`src/rtl/input_buf_pkg.sv`:
```
// Shared definitions for the input-memory ping-pong scheduler.
//   bank_state_t : lifecycle of one input-memory bank
//   NUM_BANKS    : number of banks being ping-ponged
//   ACCUM_ROW    : largest legal tile row count for the default geometry
//   bank_onehot  : converts a bank pointer into a start-pulse vector
package input_buf_pkg;

  typedef enum logic [1:0] {
    EMPTY    = 2'd0,
    LOADING  = 2'd1,
    FULL     = 2'd2,
    DRAINING = 2'd3
  } bank_state_t;

  localparam int NUM_BANKS      = 2;
  localparam int DEF_SYS_ROW    = 16;
  localparam int DEF_SYS_COL    = 16;
  localparam int DEF_ACCUM_SIZE = 4096;
  localparam int ACCUM_ROW      = DEF_ACCUM_SIZE / DEF_SYS_COL;

  function automatic logic [NUM_BANKS-1:0] bank_onehot(input logic bank);
    return bank ? 2'b10 : 2'b01;
  endfunction

endpackage

```
`src/rtl/input_buf_bank_fsm.sv`:
```
// Lifecycle tracker for a single input-memory bank.
//   clk, rstn     : clock, asynchronous active-low reset
//   load          : legal command accepted for this bank (only honoured when EMPTY)
//   load_num_row  : row count of the accepted command
//   wr_done       : write-done level from the bank controller
//   rd_issue      : read start issued for this bank (only honoured when FULL)
//   rd_done       : read-complete pulse from the array side
//   state         : current bank state
//   nrow          : row count of the tile held in this bank
//   drain_done    : rd_done arrived while DRAINING (tile completed)
module input_buf_bank_fsm
  import input_buf_pkg::*;
#(
  parameter int DATA_WIDTH = 16
) (
  input  logic                  clk,
  input  logic                  rstn,
  input  logic                  load,
  input  logic [DATA_WIDTH-1:0] load_num_row,
  input  logic                  wr_done,
  input  logic                  rd_issue,
  input  logic                  rd_done,
  output bank_state_t           state,
  output logic [DATA_WIDTH-1:0] nrow,
  output logic                  drain_done
);

  bank_state_t           state_reg;
  bank_state_t           state_next;
  logic                  wr_done_q_reg;
  logic                  wr_done_rise;
  logic [DATA_WIDTH-1:0] nrow_reg;

  // wr_done is a level that stays high until the controller sees the next
  // write start, so only its rising edge marks the end of a load.
  assign wr_done_rise = wr_done && !wr_done_q_reg;

  always_ff @(posedge clk or negedge rstn) begin
    if (!rstn) begin
      state_reg     <= EMPTY;
      wr_done_q_reg <= 1'b0;
      nrow_reg      <= '0;
    end else begin
      state_reg     <= state_next;
      wr_done_q_reg <= wr_done;
      if (load && (state_reg == EMPTY)) begin
        nrow_reg <= load_num_row;
      end
    end
  end

  always_comb begin
    state_next = state_reg;
    case (state_reg)
      EMPTY:    if (load)         state_next = LOADING;
      LOADING:  if (wr_done_rise) state_next = FULL;
      FULL:     if (rd_issue)     state_next = DRAINING;
      DRAINING: if (rd_done)      state_next = EMPTY;
      default:                    state_next = EMPTY;
    endcase
  end

  always_comb begin
    state      = state_reg;
    nrow       = nrow_reg;
    // A read-complete for a bank that is not draining is stale and ignored.
    drain_done = rd_done && (state_reg == DRAINING);
  end

endmodule

```
`src/rtl/input_buf_sched.sv`:
```
// Ping-pong scheduler for the two input-memory banks feeding the systolic
// array: tile k+1 is written into one bank while tile k streams out of the
// other, and tiles always drain in the order they were accepted.
//   clk, rstn    : clock, asynchronous active-low reset
//   cmd_valid    : tile-load command valid
//   cmd_ready    : scheduler can accept a command this cycle
//   cmd_num_row  : rows in the tile (legal range 1..ACCUM_SIZE/SYS_COL)
//   wr_start     : one-hot one-cycle write start to bank 0/1
//   wr_num_row   : row count of the bank being written
//   wr_done_i    : per-bank write-done level
//   rd_start     : one-hot one-cycle read start to bank 0/1
//   rd_num_row   : row count of the bank being read
//   rd_done_i    : per-bank read-complete pulse
//   busy         : some bank holds or is handling a tile
//   cmd_err      : one-cycle pulse, an out-of-range command was dropped
//   tiles_done   : completed-tile counter, wraps
module input_buf_sched
  import input_buf_pkg::*;
#(
  parameter int SYS_ROW    = DEF_SYS_ROW,
  parameter int SYS_COL    = DEF_SYS_COL,
  parameter int DATA_WIDTH = 16,
  parameter int ACCUM_SIZE = DEF_ACCUM_SIZE,
  parameter int CNT_WIDTH  = 16
) (
  input  logic                  clk,
  input  logic                  rstn,
  input  logic                  cmd_valid,
  output logic                  cmd_ready,
  input  logic [DATA_WIDTH-1:0] cmd_num_row,
  output logic [1:0]            wr_start,
  output logic [DATA_WIDTH-1:0] wr_num_row,
  input  logic [1:0]            wr_done_i,
  output logic [1:0]            rd_start,
  output logic [DATA_WIDTH-1:0] rd_num_row,
  input  logic [1:0]            rd_done_i,
  output logic                  busy,
  output logic                  cmd_err,
  output logic [CNT_WIDTH-1:0]  tiles_done
);

  localparam int                    ACCUM_ROW_P = ACCUM_SIZE / SYS_COL;
  localparam logic [DATA_WIDTH-1:0] MAX_NUM_ROW = DATA_WIDTH'(ACCUM_ROW_P);
  // A degenerate array geometry has no legal tile size at all.
  localparam bit                    GEOMETRY_OK = (SYS_ROW > 0) && (ACCUM_ROW_P > 0);

  bank_state_t           bank_state [NUM_BANKS];
  logic [DATA_WIDTH-1:0] bank_nrow  [NUM_BANKS];
  logic [NUM_BANKS-1:0]  bank_load;
  logic [NUM_BANKS-1:0]  bank_rd_issue;
  logic [NUM_BANKS-1:0]  bank_drain_done;

  logic                  wr_ptr_reg;
  logic                  rd_ptr_reg;
  logic                  run_reg;
  logic                  any_loading;
  logic                  any_draining;
  logic                  any_busy;
  logic                  accept;
  logic                  cmd_legal;
  logic                  rd_issue;
  logic                  drain_done;

  logic [1:0]            wr_start_reg;
  logic [1:0]            rd_start_reg;
  logic [DATA_WIDTH-1:0] wr_num_row_reg;
  logic [DATA_WIDTH-1:0] rd_num_row_reg;
  logic                  cmd_err_reg;
  logic [CNT_WIDTH-1:0]  tiles_done_reg;

  for (genvar gi = 0; gi < NUM_BANKS; gi++) begin : g_bank
    assign bank_load[gi]     = accept && cmd_legal && (wr_ptr_reg == 1'(gi));
    assign bank_rd_issue[gi] = rd_issue && (rd_ptr_reg == 1'(gi));

    input_buf_bank_fsm #(
      .DATA_WIDTH(DATA_WIDTH)
    ) u_bank (
      .clk          (clk),
      .rstn         (rstn),
      .load         (bank_load[gi]),
      .load_num_row (cmd_num_row),
      .wr_done      (wr_done_i[gi]),
      .rd_issue     (bank_rd_issue[gi]),
      .rd_done      (rd_done_i[gi]),
      .state        (bank_state[gi]),
      .nrow         (bank_nrow[gi]),
      .drain_done   (bank_drain_done[gi])
    );
  end

  always_comb begin
    any_loading  = 1'b0;
    any_draining = 1'b0;
    any_busy     = 1'b0;
    for (int i = 0; i < NUM_BANKS; i++) begin
      if (bank_state[i] == LOADING)  any_loading  = 1'b1;
      if (bank_state[i] == DRAINING) any_draining = 1'b1;
      if (bank_state[i] != EMPTY)    any_busy     = 1'b1;
    end
  end

  // Ready depends on registered state only, so a bank freed by rd_done
  // becomes acceptable one cycle later. run_reg keeps ready low while in
  // reset. Only one load is in flight at a time.
  assign cmd_ready  = run_reg && (bank_state[wr_ptr_reg] == EMPTY) && !any_loading;
  assign accept     = cmd_valid && cmd_ready;
  assign cmd_legal  = GEOMETRY_OK && (cmd_num_row != '0) && (cmd_num_row <= MAX_NUM_ROW);

  // Reads go strictly in pointer order; a FULL bank that is not next in
  // line waits even if the other bank is empty.
  assign rd_issue   = (bank_state[rd_ptr_reg] == FULL) && !any_draining;
  assign drain_done = |bank_drain_done;

  always_ff @(posedge clk or negedge rstn) begin
    if (!rstn) begin
      run_reg        <= 1'b0;
      wr_ptr_reg     <= 1'b0;
      rd_ptr_reg     <= 1'b0;
      wr_start_reg   <= '0;
      rd_start_reg   <= '0;
      wr_num_row_reg <= '0;
      rd_num_row_reg <= '0;
      cmd_err_reg    <= 1'b0;
      tiles_done_reg <= '0;
    end else begin
      run_reg      <= 1'b1;
      wr_start_reg <= '0;
      rd_start_reg <= '0;
      cmd_err_reg  <= accept && !cmd_legal;

      if (accept && cmd_legal) begin
        wr_start_reg   <= bank_onehot(wr_ptr_reg);
        wr_num_row_reg <= cmd_num_row;
        wr_ptr_reg     <= !wr_ptr_reg;
      end

      if (rd_issue) begin
        rd_start_reg   <= bank_onehot(rd_ptr_reg);
        rd_num_row_reg <= bank_nrow[rd_ptr_reg];
      end

      if (drain_done) begin
        rd_ptr_reg     <= !rd_ptr_reg;
        tiles_done_reg <= tiles_done_reg + 1'b1;
      end
    end
  end

  assign wr_start   = wr_start_reg;
  assign rd_start   = rd_start_reg;
  assign wr_num_row = wr_num_row_reg;
  assign rd_num_row = rd_num_row_reg;
  assign cmd_err    = cmd_err_reg;
  assign tiles_done = tiles_done_reg;
  assign busy       = any_busy;

endmodule

```
`config.mk`:
```
export PLATFORM = sky130hd
export DESIGN_NAME = input_buf_sched
export DESIGN_NICKNAME = d
export VERILOG_FILES = /design/src/rtl/input_buf_pkg.sv /design/src/rtl/input_buf_bank_fsm.sv /design/src/rtl/input_buf_sched.sv
export SDC_FILE = /design/constraint.sdc
export NUM_CORES = 1
export LEC_CHECK = 0
export ABC_AREA = 1
export ABC_CLOCK_PERIOD_IN_PS = 2560
export CAP_MARGIN = 20
export CORE_MARGIN = 2
export CORE_UTILIZATION = 38
export DETAILED_ROUTE_END_ITERATION = 8
export GPL_TIMING_DRIVEN = 0
export PLACE_DENSITY = 0.68
export SYNTH_ARGS = -nofsm -noshare
export SYNTH_HDL_FRONTEND = slang
export SYNTH_SLANG_ARGS = --single-unit
```
`constraint.sdc`:
```
create_clock -name clk -period 2.56 [get_ports clk]
set_input_delay 0.256 -clock clk [delete_from_list [all_inputs] [get_ports clk]]
set_output_delay 0.256 -clock clk [all_outputs]
set_load 0.05 [all_outputs]
```
== Word-level counts from Yosys, hierarchy flattened ==
Cells that the tools add are included.
Widths: inputs -> output; s select.
Cells by class
  reduce and logical (&&, ||, !) cells: 33
  bitwise gates (word level): 4
  equal/unequal tests: 15
  magnitude comparators: 3
  $add $sub $neg: 1
  muxes and demuxes: 29
Operators by type and width (number)
  $mux 16: 3
  $mux 2: 18
  $logic_and 1x1->1: 17
  $add 16x1->16 const B: 1
  $le 16x9->1 const B: 1
  $pmux 2 s4: 2
  $reduce_bool 16->1: 1
  $ne 2x1->1 const B: 6
  $eq 2x2->1 const B: 5
  $reduce_and 4->1: 2
  $logic_not 1->1: 7
  $logic_not 2->1: 3
  $mux 1: 6
  $eq 2x1->1 const B: 2
  $ge 2x2->1 const B: 2
  $ne 2x2->1 const B: 2
  $not 1->2: 2
  $reduce_bool 2->1: 2
  $not 1->1: 2
  $reduce_or 2->1: 1
Storage, ports and cells
  word-level logic and storage cells: 100
  flip-flop bits (word level): 94
  output and inout bits: 55
  input bits: 23

== Depth between registers and ports, before layout ==
Gate-level depths: netlist of the first run.
  depth in word-level cells: 12
  depth in mapped cells: 11
  gate-level depth less buffers: 11

== By module ==
A second synthesis of the first run with hierarchy kept.
Unflattened totals
  cell total of the unflattened synthesis: 430
  area total of the unflattened synthesis: 4281.6 sq um
Modules (own cells, without submodules)
  input_buf_sched: sequential area each 1401.3 sq um, area each 2514.9 sq um, instances 1, cells each 298
  input_buf_bank_fsm: sequential area each 475.5 sq um, area each 883.3 sq um, instances 2, cells each 66

== Least setup slack after synthesis of the first run ==
OpenSTA, ideal clock, no wires.
  path type: reg-to-reg
  start point: reg g_bank[0].u_bank.state_reg[1]
  end point: reg g_bank[1].u_bank.nrow_reg[0]
  cell stages (with the launch flop): 10
  period minus slack after synthesis: 1772 ps
  library setup time: 126 ps
  data required time: 2434 ps
  path buffers: 1
  slack: 788 ps
  data arrival time: 1646 ps
  cell sequence: dfrtp_1 > inv_1 > ha_1 > nor3b_4 > nand2_2 > nor2_8 > nand4_2 > nor2_4 > buf_6 > o21ai_0
On the way
  word-level cells in the longest chain between the ends: 10
  elaborated cells on any way between the ends: 14
  those cells by class: eq/ne (1); mux (5); reduce/logical (8)
RTL lines
  start: declaration: line input_buf_bank_fsm.sv:28  | bank_state_t state_reg;
  start signal: assignment: line input_buf_bank_fsm.sv:44  | state_reg <= state_next;
  $mux 2 (implied by the code) (3 in a row): line input_buf_sched.sv:105  | assign cmd_ready = run_reg && (bank_state[wr_ptr_reg] == EMPTY) && !any_loading;
  $logic_not 2->1: line input_buf_sched.sv:105
  $logic_and 1x1->1: line input_buf_sched.sv:105
  $logic_and 1x1->1 *: line input_buf_sched.sv:105
  $logic_and 1x1->1 *: line input_buf_sched.sv:106  | assign accept = cmd_valid && cmd_ready;
  $logic_and 1x1->1 * (2 in a row): line input_buf_sched.sv:72  | assign bank_load[gi] = accept && cmd_legal && (wr_ptr_reg == 1'(gi));
  $logic_and 1x1->1 *: line input_buf_bank_fsm.sv:46  | if (load && (state_reg == EMPTY)) begin
  end signal: assignment: line input_buf_bank_fsm.sv:47  | nrow_reg <= load_num_row;
  end: declaration: line input_buf_bank_fsm.sv:32  | logic [DATA_WIDTH-1:0] nrow_reg;
Mark *: on every way between the ends. The rest lies on a longest branch, timed or not. The select of a mux whose other input is x is not followed.
A chain may end at the register's enable or synchronous reset.

== Worst setup path in the final report of the first run ==
  start point: reg g_bank[0].u_bank.state_reg[1]
  end point: out cmd_ready
On the way
  word-level cells in the longest chain between the ends: 6
  elaborated cells on any way between the ends: 10
  those cells by class: eq/ne (1); mux (5); reduce/logical (4)
RTL lines
  $mux 2 (implied by the code) (3 in a row): line input_buf_sched.sv:105
  $logic_not 2->1: line input_buf_sched.sv:105
  $logic_and 1x1->1: line input_buf_sched.sv:105
  $logic_and 1x1->1 *: line input_buf_sched.sv:105
  end: declaration: line input_buf_sched.sv:29  | output logic cmd_ready,
Marked as above.

==> flow_summary.ini, run 1 <==
[floorplan]
die_y_um = 108
io-pin-count = 78
effective_utilization_at_floorplan_pct = 39.3
die_area_mm2 = 0.0116
core-area_mm2 = 0.0104
fp-row-count = 37
die_x_um = 108

[cells_and_area]
largest_register_ffs = 32
n_antenna_cell = 0
layout.cell_area.non_filler_mm2 = 0.00524
design.final.nets = 546
area.growth.synth_to_final_pct = 28.6
layout_commonest_cell = sky130_fd_sc_hd__dfrtp_1
commonest_cells_after_routing_fill_and_taps_aside = 94 x sky130_fd_sc_hd__dfrtp_1, 93 x sky130_fd_sc_hd__nand2_1, 79 x sky130_fd_sc_hd__inv_1
post_layout_nonfiller_instances = 654
fin_util_pct = 50.5
drive_gt1_share_pct = 8.88

[power_and_ir_drop]
power_density_mw_per_mm2 = 959
p_leak_nw = 2.61
power.ir.vdd_worst_mv = 0.654
report.power.total_mw = 5.02

[timing]
timing.final.ws_setup_ns = 0.215
holdWs_ns = 0.366
layout_worst_path_cycle_share_pct = 91.6
rsz0062_at_grt = false
max_slew_margin_pct = 58.9
timing.clock.skew_ns = 0.0107
timing.setup.tns_ns = 0
timing.final.setup_violations = 0
slew_violations = 0
worst-slew-pin-transition_ns = 0.617
period_minus_slack_ns = 2.34
hold_viol = 0
maxClockFrequency_mhz = 427

[setup_path]
critPathKind = flop to output pin
crit_path_end_kind = output pin
critPathArrivalTime_ns = 2.09
path_max_fanout = 5
reg2reg_slack_ns = 0.47
timing.critical_path.required_ns = 2.30
worst_setup_path_start_kind = flop
worstRegToRegCells = 9

[clock_tree]
clock_path_buffers = 2
cts.htree.levels = 3
cts_inserted_buffers = 9
clkSlewWorstSetupHoldPaths_ns = 0.09
clock_latency_ns = 0.36
cts_sinks = 94
clock-root-buffer = sky130_fd_sc_hd__clkbuf_8
post_cts.repair.setup_buffers = 0
cts_tree = done

[placed_design]
dp_cells = 637
place_area_mm2 = 0.00504
dp_hpwl_um = 6300
number_of_buffers_added_on_ports = 77
worst_slack_after_detailed_placement_ns = 0.308
gp_congestion = 0.808

[min_path]
hold_path_class = input pin to flop
worst_hold_path.num_cells = 1

[global_routing]
number_of_antenna_violations_at_the_first_check_in_global_routing = 0
grt_util_all_layers_pct = 16.4
grt_first_pass_wirelength_um = 15000
grt_max_degree = 49
grt_pass1_vias = 3138
grt_remaining_overflow = 0

[synth]
synth-seq-cells = 94
synthDistinctLibCells = 33
syn-cell-area_mm2 = 0.00407
synth-seq-area-share_pct = 57.7
synthesis.nets = 456
syn-instance-count = 423
warnings_synthesis = 0
avgSynthCellArea_um2 = 9.63

[detailed_routing]
initialDrtViolationCount = 98
wl_per_cell_um = 13.3
num_vias = 3040
totalWireLength_um = 8710
drtAntennaViolNets = 0
drc_errors = 0
tritonroute_pass_1_iters = 5
viasPerCell = 4.65

[job]
number_of_max_capacitance_violations_reported = 0

[outcome]
outcome = finished clean
[worst paths after layout]
| check | startpoint | end |
|---|---|---|
| setup / recovery | g_bank[0].u_bank.state[1] | cmd_ready |
| hold / removal | wr_done_i[0] | g_bank[0].u_bank.wr_done_q_reg |
| setup reg to reg | g_bank[0].u_bank.state[1] | g_bank[1].u_bank.nrow[0] |
| hold reg to reg | wr_num_row[13] | wr_num_row[13] |
| max in group asynchronous | rstn | run_reg |
| min in group asynchronous | rstn | wr_num_row[6] |
[layer usage]
metal	up-vias	GRT usage [%]	wire length, um
met2	77	25.7	4010
met5	-	0	0
li1	1490	-	-
met1	1465	22.5	4130
met3	8	3.81	467
met4	0	5.59	104
[cell usage after synthesis]
master | instances | area share, %
sky130_fd_sc_hd__dfrtp_1 | 94 | 58
sky130_fd_sc_hd__nand2_1 | 93 | 8.6
sky130_fd_sc_hd__inv_1 | 79 | 7.3
sky130_fd_sc_hd__nor2_1 | 38 | 3.5
sky130_fd_sc_hd__o21ai_0 | 27 | 3.3
sky130_fd_sc_hd__o221ai_1 | 16 | 3.4
sky130_fd_sc_hd__nand3_1 | 11 | 1.4
sky130_fd_sc_hd__ha_1 | 10 | 3.1
sky130_fd_sc_hd__xor2_1 | 9 | 1.9
sky130_fd_sc_hd__xnor2_1 | 7 | 1.5
sky130_fd_sc_hd__buf_2 | 4 | 0.49
sky130_fd_sc_hd__o21ai_2 | 4 | 0.86
sky130_fd_sc_hd__nand3_2 | 3 | 0.74
sky130_fd_sc_hd__a21oi_2 | 2 | 0.43
sky130_fd_sc_hd__buf_4 | 2 | 0.37
sky130_fd_sc_hd__buf_6 | 2 | 0.55
sky130_fd_sc_hd__clkbuf_1 | 2 | 0.18
sky130_fd_sc_hd__nand4_1 | 2 | 0.31
sky130_fd_sc_hd__nor2_4 | 2 | 0.55
sky130_fd_sc_hd__nor3_1 | 2 | 0.25
sky130_fd_sc_hd__or2_2 | 2 | 0.31
sky130_fd_sc_hd__a21boi_0 | 1 | 0.18
sky130_fd_sc_hd__and2_1 | 1 | 0.15
sky130_fd_sc_hd__conb_1 | 1 | 0.092
sky130_fd_sc_hd__nand2_2 | 1 | 0.15
sky130_fd_sc_hd__nand2_4 | 1 | 0.28
sky130_fd_sc_hd__nand4_2 | 1 | 0.31
sky130_fd_sc_hd__nand4_4 | 1 | 0.52
sky130_fd_sc_hd__nor2_8 | 1 | 0.49
sky130_fd_sc_hd__nor3b_4 | 1 | 0.46
sky130_fd_sc_hd__nor4_1 | 1 | 0.15
sky130_fd_sc_hd__o22ai_1 | 1 | 0.15
sky130_fd_sc_hd__o31ai_2 | 1 | 0.31
[cell families after synthesis]
kind of cell / synth area share [%]
XOR/XNOR: 3.44
buffers and inverters: 8.88
flip-flops: 57.7
other: 0.0920
adder cells (fa/ha/maj): 3.07
AO/OA/AOI/OAI: 8.69
AND/OR/NAND/NOR: 18.1
[timing repair]
item / CTS / global route
endpoints found under the hold margin: 46 / 0
hold buffers: 1 / 0
resized for setup: 1 / 0
endpoints found under the setup margin: 1 / 0
[area by class of cell]
cell class / instances / area, um^2
Buffer: 10 / 65.1
Sequential cell: 94 / 2350
Tap cell: 136 / 170
Clock buffer: 9 / 124
Fill cell: 963 / 5130
Clock inverter: 7 / 65.1
Multi-Input combinational cell: 240 / 1360
Inverter: 79 / 297
Timing Repair Buffer: 79 / 805
[power breakdown]
group | total (mW) | switching (mW) | internal (mW)
clock network | 0.940 | 0.563 | 0.377
logic | 2.15 | 1.42 | 0.734
registers | 1.93 | 0.194 | 1.73
[worst max-delay path, stage by stage, from the launching register on]
cell and delay, ns:
sky130_fd_sc_hd__dfrtp_1 0.44, sky130_fd_sc_hd__inv_1 0.13, sky130_fd_sc_hd__ha_1 0.25, sky130_fd_sc_hd__nor3b_4 0.21, sky130_fd_sc_hd__nand2_2 0.12, sky130_fd_sc_hd__inv_1 0.06, sky130_fd_sc_hd__dlygate4sd2_1 0.52
Note: power is estimated with default switching activity, not from simulation.
==> inputs of run 2 (changes only) <==
--- a/config.mk
+++ b/config.mk
@@ -6,13 +6,13 @@
 export NUM_CORES = 1
 export LEC_CHECK = 0
 export ABC_AREA = 1
-export ABC_CLOCK_PERIOD_IN_PS = 2560
+export ABC_CLOCK_PERIOD_IN_PS = 1900
 export CAP_MARGIN = 20
 export CORE_MARGIN = 2
 export CORE_UTILIZATION = 38
 export DETAILED_ROUTE_END_ITERATION = 8
 export GPL_TIMING_DRIVEN = 0
-export PLACE_DENSITY = 0.68
+export PLACE_DENSITY = 0.7
 export SYNTH_ARGS = -nofsm -noshare
 export SYNTH_HDL_FRONTEND = slang
 export SYNTH_SLANG_ARGS = --single-unit
==> constraint.sdc (replaced) <==
create_clock -name clk -period 1.9 [get_ports clk]
set_input_delay 0.19 -clock clk [delete_from_list [all_inputs] [get_ports clk]]
set_output_delay 0.19 -clock clk [all_outputs]
set_load 0.05 [all_outputs]
==> run 2 against run 1 <==
The run now ends with negative setup slack left. Sequential cell count is the same. Wire length increased by 4.7%. Hold slack got worse by 0.078 ns. Register-to-register slack worse by 0.43 ns. Clock skew grew 0.0010 ns. Clock power increased by 35%. Critical endpoint unchanged.
==> flow_summary.ini, run 2 (synthesis results as in run 1) <==
[power_and_ir_drop]
sw_frac_of_total_pct = 43.4
power.clock.fraction_pct = 18.1
switching_power_mw = 3.06
internal_power_mw = 3.99
report.power.total_mw = 7.05
power.ir.vdd_worst_mv = 0.855
share_seq_of_total_power_pct = 37.1
power_density_mw_per_mm2 = 1270
p_leak_nw = 2.77
part_of_the_total_power_dissipated_in_combinational_logic_pct = 44.9

[clock_tree]
cts.htree.levels = 3
clkSlewWorstSetupHoldPaths_ns = 0.09
cts_sinks = 94
clock_latency_ns = 0.36
clock-root-buffer = sky130_fd_sc_hd__clkbuf_8
clock_path_buffers = 2
cts_tree = done
cts_inserted_buffers = 9

[cells_and_area]
design.final.nets = 564
layout_commonest_cell = sky130_fd_sc_hd__dfrtp_1
largest_register_ffs = 32
n_antenna_cell = 0
area.growth.synth_to_final_pct = 36.2
post_layout_nonfiller_instances = 672
drive_gt1_share_pct = 16.8
fin_util_pct = 53.5
layout.cell_area.non_filler_mm2 = 0.00555
commonest_cells_after_routing_fill_and_taps_aside = 92 x sky130_fd_sc_hd__dfrtp_1, 81 x sky130_fd_sc_hd__nand2_1, 77 x sky130_fd_sc_hd__inv_1
num-fill-cells = 934

[setup_path]
cp-startpoint = g_bank[0].u_bank.state[0]
r2r_start = g_bank[0].u_bank.state[1]
cpMaxStageDelayCell = sky130_fd_sc_hd__dfrtp_2
critPathKind = flop to output pin
cpLargestDelayFamily = flip-flops
crit_path_end_kind = output pin
worstRegToRegCells = 9
critPathMaxStageDelay_ns = 0.48
timing.critical_path.required_ns = 1.71
worst_path_buf_inv = 3
path_cells = ha_4, nor3b_4, nand2_2, buf_4, inv_1, buf_6
path_max_fanout = 5
worst_setup_path_start_kind = flop
critPathArrivalTime_ns = 1.72
critical_path_cell_count = 6

[placed_design]
dp_hpwl_um = 6160
number_of_buffers_added_on_ports = 77
dp_cells = 637
gp_congestion = 0.825
worst_slack_after_detailed_placement_ns = -0.308
place_area_mm2 = 0.00504

[global_routing]
grt_first_pass_wirelength_um = 14900
number_of_antenna_violations_at_the_first_check_in_global_routing = 0
grt_remaining_overflow = 0
grt_max_degree = 68
grt_pass1_vias = 3082
grt_util_all_layers_pct = 16.3

[floorplan]
core-area_mm2 = 0.0104
die_y_um = 108
io-pin-count = 78
fp-row-count = 37
effective_utilization_at_floorplan_pct = 39.3
die_x_um = 108
die_area_mm2 = 0.0116

[min_path]
hold_path_class = input pin to async pin

[detailed_routing]
drtAntennaViolNets = 0
totalWireLength_um = 9120
tritonroute_pass_1_iters = 4
viasPerCell = 4.66
drc_errors = 0
wl_per_cell_um = 13.6
num_vias = 3133
initialDrtViolationCount = 103

[timing]
max_slew_margin_pct = 65.7
timing.final.setup_violations = 1
slew_violations = 0
period_minus_slack_ns = 1.91
holdWs_ns = 0.288
hold_viol = 0
timing.clock.skew_ns = 0.0117
timing.final.ws_setup_ns = -0.0118
layout_worst_path_cycle_share_pct = 101
worst-slew-pin-transition_ns = 0.512
rsz0062_at_grt = true
maxClockFrequency_mhz = 523
timing.setup.tns_ns = -0.0118

[outcome]
outcome = finished with violations
failed_checks = negative setup slack

[job]
number_of_max_capacitance_violations_reported = 0
==> run 2: changes by cell type in the layout (fill, tap and decap cells not counted), sizes merged <==
cell           change
buf               +20
dlygate4sd2        -1
dlymetal6s2s       +3
clkdlybuf4s50      -4
==> run 2: final timing paths <==
| kind | to | slack, ns |
|---|---|---|
| max | cmd_ready | -0.01 |
| min | wr_num_row[6] | 0.29 |
| max reg2reg | tiles_done[11] | 0.04 |
| min reg2reg | wr_num_row[11] | 0.48 |
| max in group asynchronous | g_bank[0].u_bank.state[0] | 0.96 |
| min in group clk | g_bank[0].u_bank.wr_done_q_reg | 0.29 |
==> run 2: timing repair <==
action / in CTS / in global routing
cloned: 0 / 3
setup buffers: 6 / 9
endpoints found under the setup margin: 60 / 68
pin swaps: 3 / 7
hold endpoints to repair: 27 / 0
hold buffers: 1 / 0
gates resized for setup: 20 / 56
==> run 2: layer usage <==
layer	vias up	track usage, %	part of all wire (%)
met5	-	0	0
met4	0	5.13	0.86
met3	7	3.93	5.1
met2	72	26.4	48
met1	1517	21.5	46
li1	1537	-	-
==> run 2: power groups by stage <==
stage / logic, mW / registers [mW] / clock network (mW)
after floorplan: 1.12 / 3.45 / 0
after global placement: 2.83 / 2.62 / 0
after detailed placement: 2.92 / 2.63 / 0
after CTS: 3.02 / 2.59 / 1.32
after global routing: 3.41 / 2.65 / 1.39
final: 3.16 / 2.61 / 1.27
==> run 2: cell type report <==
type                       instances  area [um^2]  area share, %
clock inverter                     7         65.1           1.17
timing repair buffer              97          988           17.8
multi-input combinational        240         1470           26.4
tap                              136          170           3.07
inverter                          79          297           5.34
sequential                        94         2350           42.4
clock buffer                       9          124           2.23
buffer                            10         86.3           1.56
